==> config.mk <==
export PLATFORM = sky130hd
export DESIGN_NAME = scariv_credit_return_slave
export DESIGN_NICKNAME = d
export VERILOG_FILES = /design/src/rtl/scariv_credit_return_slave.sv
export SDC_FILE = /design/constraint.sdc
export NUM_CORES = 1
export LEC_CHECK = 0
export CORE_MARGIN = 4
export CORE_UTILIZATION = 50
export CTS_CLUSTER_SIZE = 12
export DETAILED_ROUTE_END_ITERATION = 8
export GPL_TIMING_DRIVEN = 0
export PLACE_DENSITY = 0.78
export SYNTH_ARGS = -nofsm -noshare
export SYNTH_HDL_FRONTEND = slang
export SYNTH_SLANG_ARGS = --single-unit
export TNS_END_PERCENT = 20
==> constraint.sdc <==
create_clock -name i_clk -period 4.55 [get_ports i_clk]
set_input_delay 0.455 -clock i_clk [delete_from_list [all_inputs] [get_ports i_clk]]
set_output_delay 0.455 -clock i_clk [all_outputs]
set_load 0.01 [all_outputs]
==> src/rtl/scariv_credit_return_slave.sv <==
// Credit return slave: tracks entries held by a backend queue and returns
// freed credits to the dispatch master, throttled to MAXIMAL_VAL per cycle.
//
// Ports:
//   i_clk, i_reset            clock, async active-high reset
//   i_dispatch_valid/_val     credits granted to this queue this cycle
//   i_get_return              one bit per entry freed this cycle
//   i_flush_return_valid/_val bulk free of flushed entries
//   o_return_valid/_vals      registered credit return to the master
//   o_occupancy               entries currently held
//   o_idle                    nothing held, nothing waiting to be returned
//   o_credit_err              sticky underflow/overflow flag
module scariv_credit_return_slave #(
    parameter  int MAX_CREDITS = 16,
    parameter  int RET_PORTS   = 2,
    parameter  int MAXIMAL_VAL = 4,
    localparam int W           = $clog2(MAX_CREDITS) + 1
) (
    input  logic                 i_clk,
    input  logic                 i_reset,
    input  logic                 i_dispatch_valid,
    input  logic [W-1:0]         i_dispatch_val,
    input  logic [RET_PORTS-1:0] i_get_return,
    input  logic                 i_flush_return_valid,
    input  logic [W-1:0]         i_flush_return_val,
    output logic                 o_return_valid,
    output logic [W-1:0]         o_return_vals,
    output logic [W-1:0]         o_occupancy,
    output logic                 o_idle,
    output logic                 o_credit_err
);

    localparam logic [W:0]   MAXC_X = (W+1)'(MAX_CREDITS);
    localparam logic [W-1:0] MAXC_W = W'(MAX_CREDITS);
    localparam logic [W:0]   MAXV_X = (W+1)'(MAXIMAL_VAL);
    localparam logic [W-1:0] MAXV_W = W'(MAXIMAL_VAL);

    logic [W-1:0] pending_q, pending_d;
    logic [W-1:0] occ_q, occ_d;
    logic [W-1:0] ret_vals_q, ret_vals_d;
    logic         ret_valid_q, ret_valid_d;
    logic         err_q, err_d;

    logic [W:0] new_ret;
    logic [W:0] avail;
    logic [W:0] remain;
    logic [W:0] occ_sum;
    logic [W:0] occ_diff;

    always_comb begin
        new_ret = '0;
        for (int i = 0; i < RET_PORTS; i++) begin
            new_ret = new_ret + {{W{1'b0}}, i_get_return[i]};
        end
        if (i_flush_return_valid) begin
            new_ret = new_ret + {1'b0, i_flush_return_val};
        end

        // Returns: send up to MAXIMAL_VAL, carry the rest.
        avail       = {1'b0, pending_q} + new_ret;
        ret_vals_d  = (avail > MAXV_X) ? MAXV_W : avail[W-1:0];
        ret_valid_d = (ret_vals_d != '0);
        remain      = avail - {1'b0, ret_vals_d};

        err_d = err_q;
        if (remain > MAXC_X) begin
            pending_d = MAXC_W;
            err_d     = 1'b1;
        end else begin
            pending_d = remain[W-1:0];
        end

        // Occupancy: dispatch and frees land in the same update.
        occ_sum = {1'b0, occ_q};
        if (i_dispatch_valid) begin
            occ_sum = occ_sum + {1'b0, i_dispatch_val};
        end
        occ_diff = occ_sum - new_ret;
        if (new_ret > occ_sum) begin
            occ_d = '0;
            err_d = 1'b1;
        end else if (occ_diff > MAXC_X) begin
            occ_d = MAXC_W;
            err_d = 1'b1;
        end else begin
            occ_d = occ_diff[W-1:0];
        end
    end

    always_ff @(posedge i_clk or posedge i_reset) begin
        if (i_reset) begin
            pending_q   <= '0;
            occ_q       <= '0;
            ret_vals_q  <= '0;
            ret_valid_q <= 1'b0;
            err_q       <= 1'b0;
        end else begin
            pending_q   <= pending_d;
            occ_q       <= occ_d;
            ret_vals_q  <= ret_vals_d;
            ret_valid_q <= ret_valid_d;
            err_q       <= err_d;
        end
    end

    assign o_return_valid = ret_valid_q;
    assign o_return_vals  = ret_vals_q;
    assign o_occupancy    = occ_q;
    assign o_credit_err   = err_q;
    assign o_idle         = (occ_q == '0) && (pending_q == '0) && !ret_valid_q;

endmodule

==> impl_metrics.json, run 1 <==
{
  "num_rows": 20,
  "grt_start_max_net_pins": 18,
  "drt-total-wl_um": 3800,
  "tritoncts": "done",
  "holdWs_ns": 0.506,
  "fmax_ghz": 0.234,
  "numCtsBuffers": 3,
  "critical_path_required_ns": 4.74,
  "grt_overflow_total": 0,
  "tightest_slew_ns": 0.639,
  "synth_enable_flop_cells": 0,
  "ir_worst_vdd_mv": 0.481,
  "mostFrequentLayoutCells": "clkdlybuf4s50_1, ha_1, dfrtp_1",
  "utilization": 0.705,
  "reg2reg_depth": 11,
  "outcome": "finished, final reports clean",
  "async_flop_share": 1.00,
  "fillCellCount": 240,
  "area_growth_pct": 34.1,
  "total_power_mw": 1.44,
  "hpwl_um": 2930,
  "core_area_mm2": 0.00305,
  "reg2reg_from": "pending_q[0]",
  "diodes": 0,
  "finalMaxSlewViolations": 0,
  "synth_area_mm2": 0.00160,
  "power.density_mw_per_mm2": 670,
  "hold_end": "o_credit_err",
  "root_buffer": "clkbuf_4",
  "viasPerCell": 5.49,
  "start_kind": "primary input",
  "setup_viol": 0,
  "clkLatencyLatePin_ns": 0.30,
  "min-delay-start": "o_credit_err",
  "routabilityCongestion": 0.816,
  "final_common_cell": "clkdlybuf4s50_1",
  "h-tree-depth": 1,
  "path_delay_family": "simple AND/OR/NAND/NOR gates",
  "antenna_left": 0,
  "grt_usage": 0.184,
  "io_buffers": 27,
  "drc": 0,
  "dieArea_mm2": 0.00418,
  "leakage_nw": 0.968,
  "initial_core_util": 0.525,
  "antenna_found_initial": 0,
  "hold_class": "flip-flop to flip-flop",
  "max_stage_delay_ns": 0.47,
  "fp.dieW_um": 64.6,
  "maxSlewHeadroom": 0.573,
  "clk_pin_slew_ns": 0.09,
  "crit_type": "primary input to flip-flop",
  "vias": 1377,
  "endpoint_kind": "flip-flop",
  "worstPathArrival_ns": 4.46,
  "wl_per_cell_um": 15.1,
  "drt_iter0_markers": 48,
  "final.period_utilization": 0.939,
  "ys_seq_area_frac": 0.265,
  "crit_buf_inv": 3,
  "cts.sinks": 17,
  "hold_viol_final": 0,
  "die_y_um": 64.6,
  "grt_pass1_wl_um": 6030,
  "ys_warn_count": 0,
  "dr.pass1.iters": 5,
  "cap_violations": 0,
  "num-nets-final": 249,
  "drive_above_1_share": 0.155,
  "finalCriticalPeriod_ns": 4.27,
  "synth_cells": 171,
  "holdPathStages": 1,
  "clk_path_buf_depth": 2,
  "synth_ff_type": "dfrtp_1",
  "crit_fanout": 4,
  "slowest_stage": "fa_1",
  "grt_pass1_vias": 1380,
  "r2r_setup_slack_ns": 1.23,
  "rsz0062_at_grt": "no",
  "synth_area_per_cell_um2": 9.38,
  "r2r-end": "o_credit_err",
  "ys_ff_latch": 17,
  "io_pins": 29,
  "crit_chain": "clkdlybuf4s50_1 > ha_1 > inv_1 > fa_1 > nor2_2 > xnor2_1 > nand2b_4 > inv_1 > ha_4 > a21oi_2 > nand3_2 > xnor2_4 > nor4_4 > nand2b_4 > ha_1 > a2111oi_2 > or3b_1 > a211o_1",
  "clock_skew_ns": 0.00189,
  "postCtsHoldBufs": 0,
  "synth_cell_type_count": 41
}
## Yosys cell counts, types with 2 or more instances
cell	number	area, um^2
or3b_1	2	17.5
fa_1	4	80.1
nand2_1	9	33.8
mux2_2	4	45.0
xor2_1	2	17.5
a21o_1	7	52.6
and2_1	3	18.8
nand3b_1	2	15.0
inv_1	12	45.0
o31ai_1	2	15.0
nor2_1	15	56.3
xnor2_2	2	32.5
ha_1	21	263
nor4_1	5	31.3
nor2b_1	5	31.3
dfrtp_1	17	425
nand2b_1	3	18.8
nor3b_1	5	37.5
conb_1	2	7.51
a21oi_1	11	55.1
nand3_1	3	15.0
nor3_1	2	10.0
xnor2_1	11	96.3
mux2i_1	2	20.0
o21a_1	4	30.0
## metal layers
metal | vias up | wire length [um] | global-route usage
li1 | 668 | - | -
met2 | 43 | 2080 | 0.353
met5 | - | 0 | 0
met1 | 651 | 1470 | 0.188
met4 | 0 | 122 | 0.0792
met3 | 15 | 133 | 0.0416
## cell type report
| cell class | instances | area [um^2] | share of cell area |
|---|---|---|---|
| buffer | 2 | 11.3 | 0.00524 |
| clock buffer | 4 | 26.3 | 0.0122 |
| timing repair buffer | 30 | 298 | 0.138 |
| multi-input combinational | 141 | 1290 | 0.598 |
| tap | 44 | 55.1 | 0.0256 |
| sequential | 17 | 425 | 0.198 |
| inverter | 13 | 48.8 | 0.0227 |
## report_power, final
part           total, mW  internal (mW)  switching (mW)
logic               1.10          0.540           0.564
clock network     0.0827         0.0342          0.0485
registers          0.254          0.207          0.0467
total               1.44          0.781           0.659
## flip-flops by register name, summed over array words and instances, names as in the netlist
name	flops
o_occupancy	5
o_credit_err	1
o_return_vals	5
o_return_valid	1
pending_q	5
## stage by stage
stage	worst slack (ns)	instances	TNS [ns]	cell area, um^2
4_1_cts	0.0247	249	0	2040
3_5_place_dp	-0.740	244	-0.740	1940
6_report	0.276	251	0	2150
2_1_floorplan	0.135	173	0	1610
3_3_place_gp	-0.642	244	-0.642	1940
5_1_grt	0.144	251	0	2150
## cells by family after synthesis
family,share of synthesized area
buf+inv,0.0374
fa+ha+maj,0.214
xor+xnor,0.108
compound gates,0.140
flops,0.265
mux,0.0406
other cells,0.00468
simple gates,0.190
## worst reg2reg max path, delay by kind of cell, from the launching register on
kind / cells / cell delay (ns)
AND/OR/NAND/NOR: 3 / 0.74
adder cells (fa/ha/maj): 3 / 0.90
XOR/XNOR: 1 / 0.15
AO/OA/AOI/OAI: 4 / 1.02
flip-flops: 1 / 0.39
## repair_timing
| item | in CTS | in global routing |
|---|---|---|
| cloned | 0 | 0 |
| gates resized for setup | 12 | 13 |
| pin swaps | 3 | 6 |
| setup endpoints to repair | 1 | 1 |
| setup buffers | 1 | 2 |
## how the worst max path moves through the flow
stage | to | depth (start not counted) | from
2_1_floorplan | o_credit_err | 16 | i_get_return[0]
3_3_place_gp | o_credit_err | 17 | i_get_return[0]
3_5_place_dp | o_credit_err | 17 | i_get_return[0]
4_1_cts | o_credit_err | 18 | i_get_return[1]
5_1_grt | o_credit_err | 18 | i_flush_return_val[0]
6_report | o_credit_err | 18 | i_flush_return_val[0]
(Power assumes the default switching activity.)
==> run 2, diff against run 1 <==
Settings changed: CORE_ASPECT_RATIO set to 1.5.
==> impl_metrics.json, run 2 (synthesis gave the netlist of run 1 again) <==
{
  "outcome": "finished, final reports clean",
  "drive_above_1_share": 0.181,
  "finalMaxSlewViolations": 0,
  "drt_iter0_markers": 19,
  "drc": 0,
  "reg2reg_from": "o_occupancy[0]",
  "grt_usage": 0.186,
  "leakage_nw": 0.971,
  "utilization": 0.727,
  "critical_path_required_ns": 4.69,
  "critPathCapture": "o_credit_err",
  "num-nets-final": 252,
  "h-tree-depth": 1,
  "cp-startpoint": "i_get_return[1]",
  "numCtsBuffers": 3,
  "mostFrequentLayoutCells": "clkdlybuf4s50_1, ha_1, dfrtp_1",
  "fin_ws_ns": 0.0693,
  "area_growth_pct": 36.1,
  "clk_pin_slew_ns": 0.07,
  "cap_violations": 0,
  "power.density_mw_per_mm2": 680,
  "dp.cells": 239,
  "initial_core_util": 0.534,
  "reg2reg_depth": 10,
  "grt_pass1_wl_um": 5930,
  "hold_viol_final": 0,
  "clock_skew_ns": 0.000958,
  "routabilityCongestion": 0.935,
  "core_area_mm2": 0.00300,
  "r2r_setup_slack_ns": 1.33,
  "antenna_found_initial": 0,
  "ir_worst_vdd_mv": 0.456,
  "setup_viol": 0,
  "diodes": 0,
  "cts.sinks": 17,
  "fp.dieW_um": 54.2,
  "r2r-end": "o_credit_err",
  "holdWs_ns": 0.471,
  "start_kind": "primary input",
  "wl_per_cell_um": 15.6,
  "dr.pass1.iters": 4,
  "root_buffer": "clkbuf_8",
  "crit_fanout": 5,
  "grt_start_max_net_pins": 18,
  "grt_overflow_total": 0,
  "io_buffers": 27,
  "dieArea_mm2": 0.00420,
  "tritoncts": "done",
  "endpoint_kind": "flip-flop",
  "clkLatencyLatePin_ns": 0.25,
  "antenna_left": 0,
  "hold_class": "flip-flop to flip-flop",
  "worstPathArrival_ns": 4.62,
  "finalCriticalPeriod_ns": 4.48,
  "drt-total-wl_um": 3880,
  "io_pins": 29,
  "final.period_utilization": 0.985,
  "clk_path_buf_depth": 2,
  "finalNonFillerCells": 249,
  "num_rows": 24,
  "die_y_um": 77.4,
  "tightest_slew_ns": 0.653,
  "vias": 1376,
  "place_ws_ns": -0.830,
  "hpwl_um": 2930,
  "maxSlewHeadroom": 0.564,
  "final_common_cell": "clkdlybuf4s50_1",
  "viasPerCell": 5.53,
  "crit_type": "primary input to flip-flop",
  "fillCellCount": 223,
  "grt_pass1_vias": 1435,
  "fmax_ghz": 0.223
}
run 2: how the worst min path moves through the flow:
stage                         endpoint  cells past startpoint  slack (ns)    startpoint
after floorplan           o_credit_err                      1        0.38       i_reset
after global placement    o_credit_err                      1        0.46  o_credit_err
after detailed placement  o_credit_err                      1        0.46  o_credit_err
after CTS                 o_credit_err                      1        0.47  o_credit_err
after global routing      o_credit_err                      1        0.48  o_credit_err
final                     o_credit_err                      1        0.47  o_credit_err
run 2: metal layers:
metal,track usage,share of wire
met5,0,0
met4,0.0723,0.030
met3,0.00958,0.021
met2,0.363,0.58
met1,0.189,0.37
run 2: stage by stage:
stage	TNS, ns	cell area (um^2)	power [mW]
floorplan	0	1610	0.940
global placement	-0.695	1930	1.13
detailed placement	-0.830	1930	1.18
CTS	0	2050	1.38
global route	-0.0604	2180	1.60
finish	0	2180	1.48
run 2: layout make-up:
| type | count | area (um^2) | area share |
|---|---|---|---|
| Buffer | 2 | 11.3 | 0.00516 |
| Inverter | 13 | 48.8 | 0.0223 |
| Timing Repair Buffer | 33 | 315 | 0.144 |
| Sequential cell | 17 | 425 | 0.195 |
| Tap cell | 39 | 48.8 | 0.0223 |
| Clock buffer | 3 | 41.3 | 0.0189 |
| Clock inverter | 1 | 5.00 | 0.00229 |
| Multi-Input combinational cell | 141 | 1290 | 0.590 |
run 2: what timing repair did:
action | in CTS | in global routing
resized for setup | 9 | 15
setup buffers | 2 | 4
pin swaps | 3 | 7
hold buffers | 0 | 0
gates cloned | 0 | 0
setup endpoints to repair | 1 | 1
run 2: critical path, stage by stage:
cell and delay [ns]:
clkdlybuf4s50_1 0.42, ha_1 0.32, ha_1 0.21, inv_1 0.07, fa_2 0.46, mux2i_4 0.25, ha_4 0.24, a21o_1 0.20
nand4_1 0.12, nand3_2 0.12, xnor2_4 0.20, nor4_4 0.30, nand2b_4 0.19, ha_4 0.21, a2111oi_2 0.18, or3b_1 0.38
a211o_1 0.29
run 2: power by group:
group | switching [mW] | total [mW] | internal (mW)
registers | 0.0474 | 0.255 | 0.207
logic | 0.560 | 1.11 | 0.554
clock network | 0.0546 | 0.115 | 0.0608
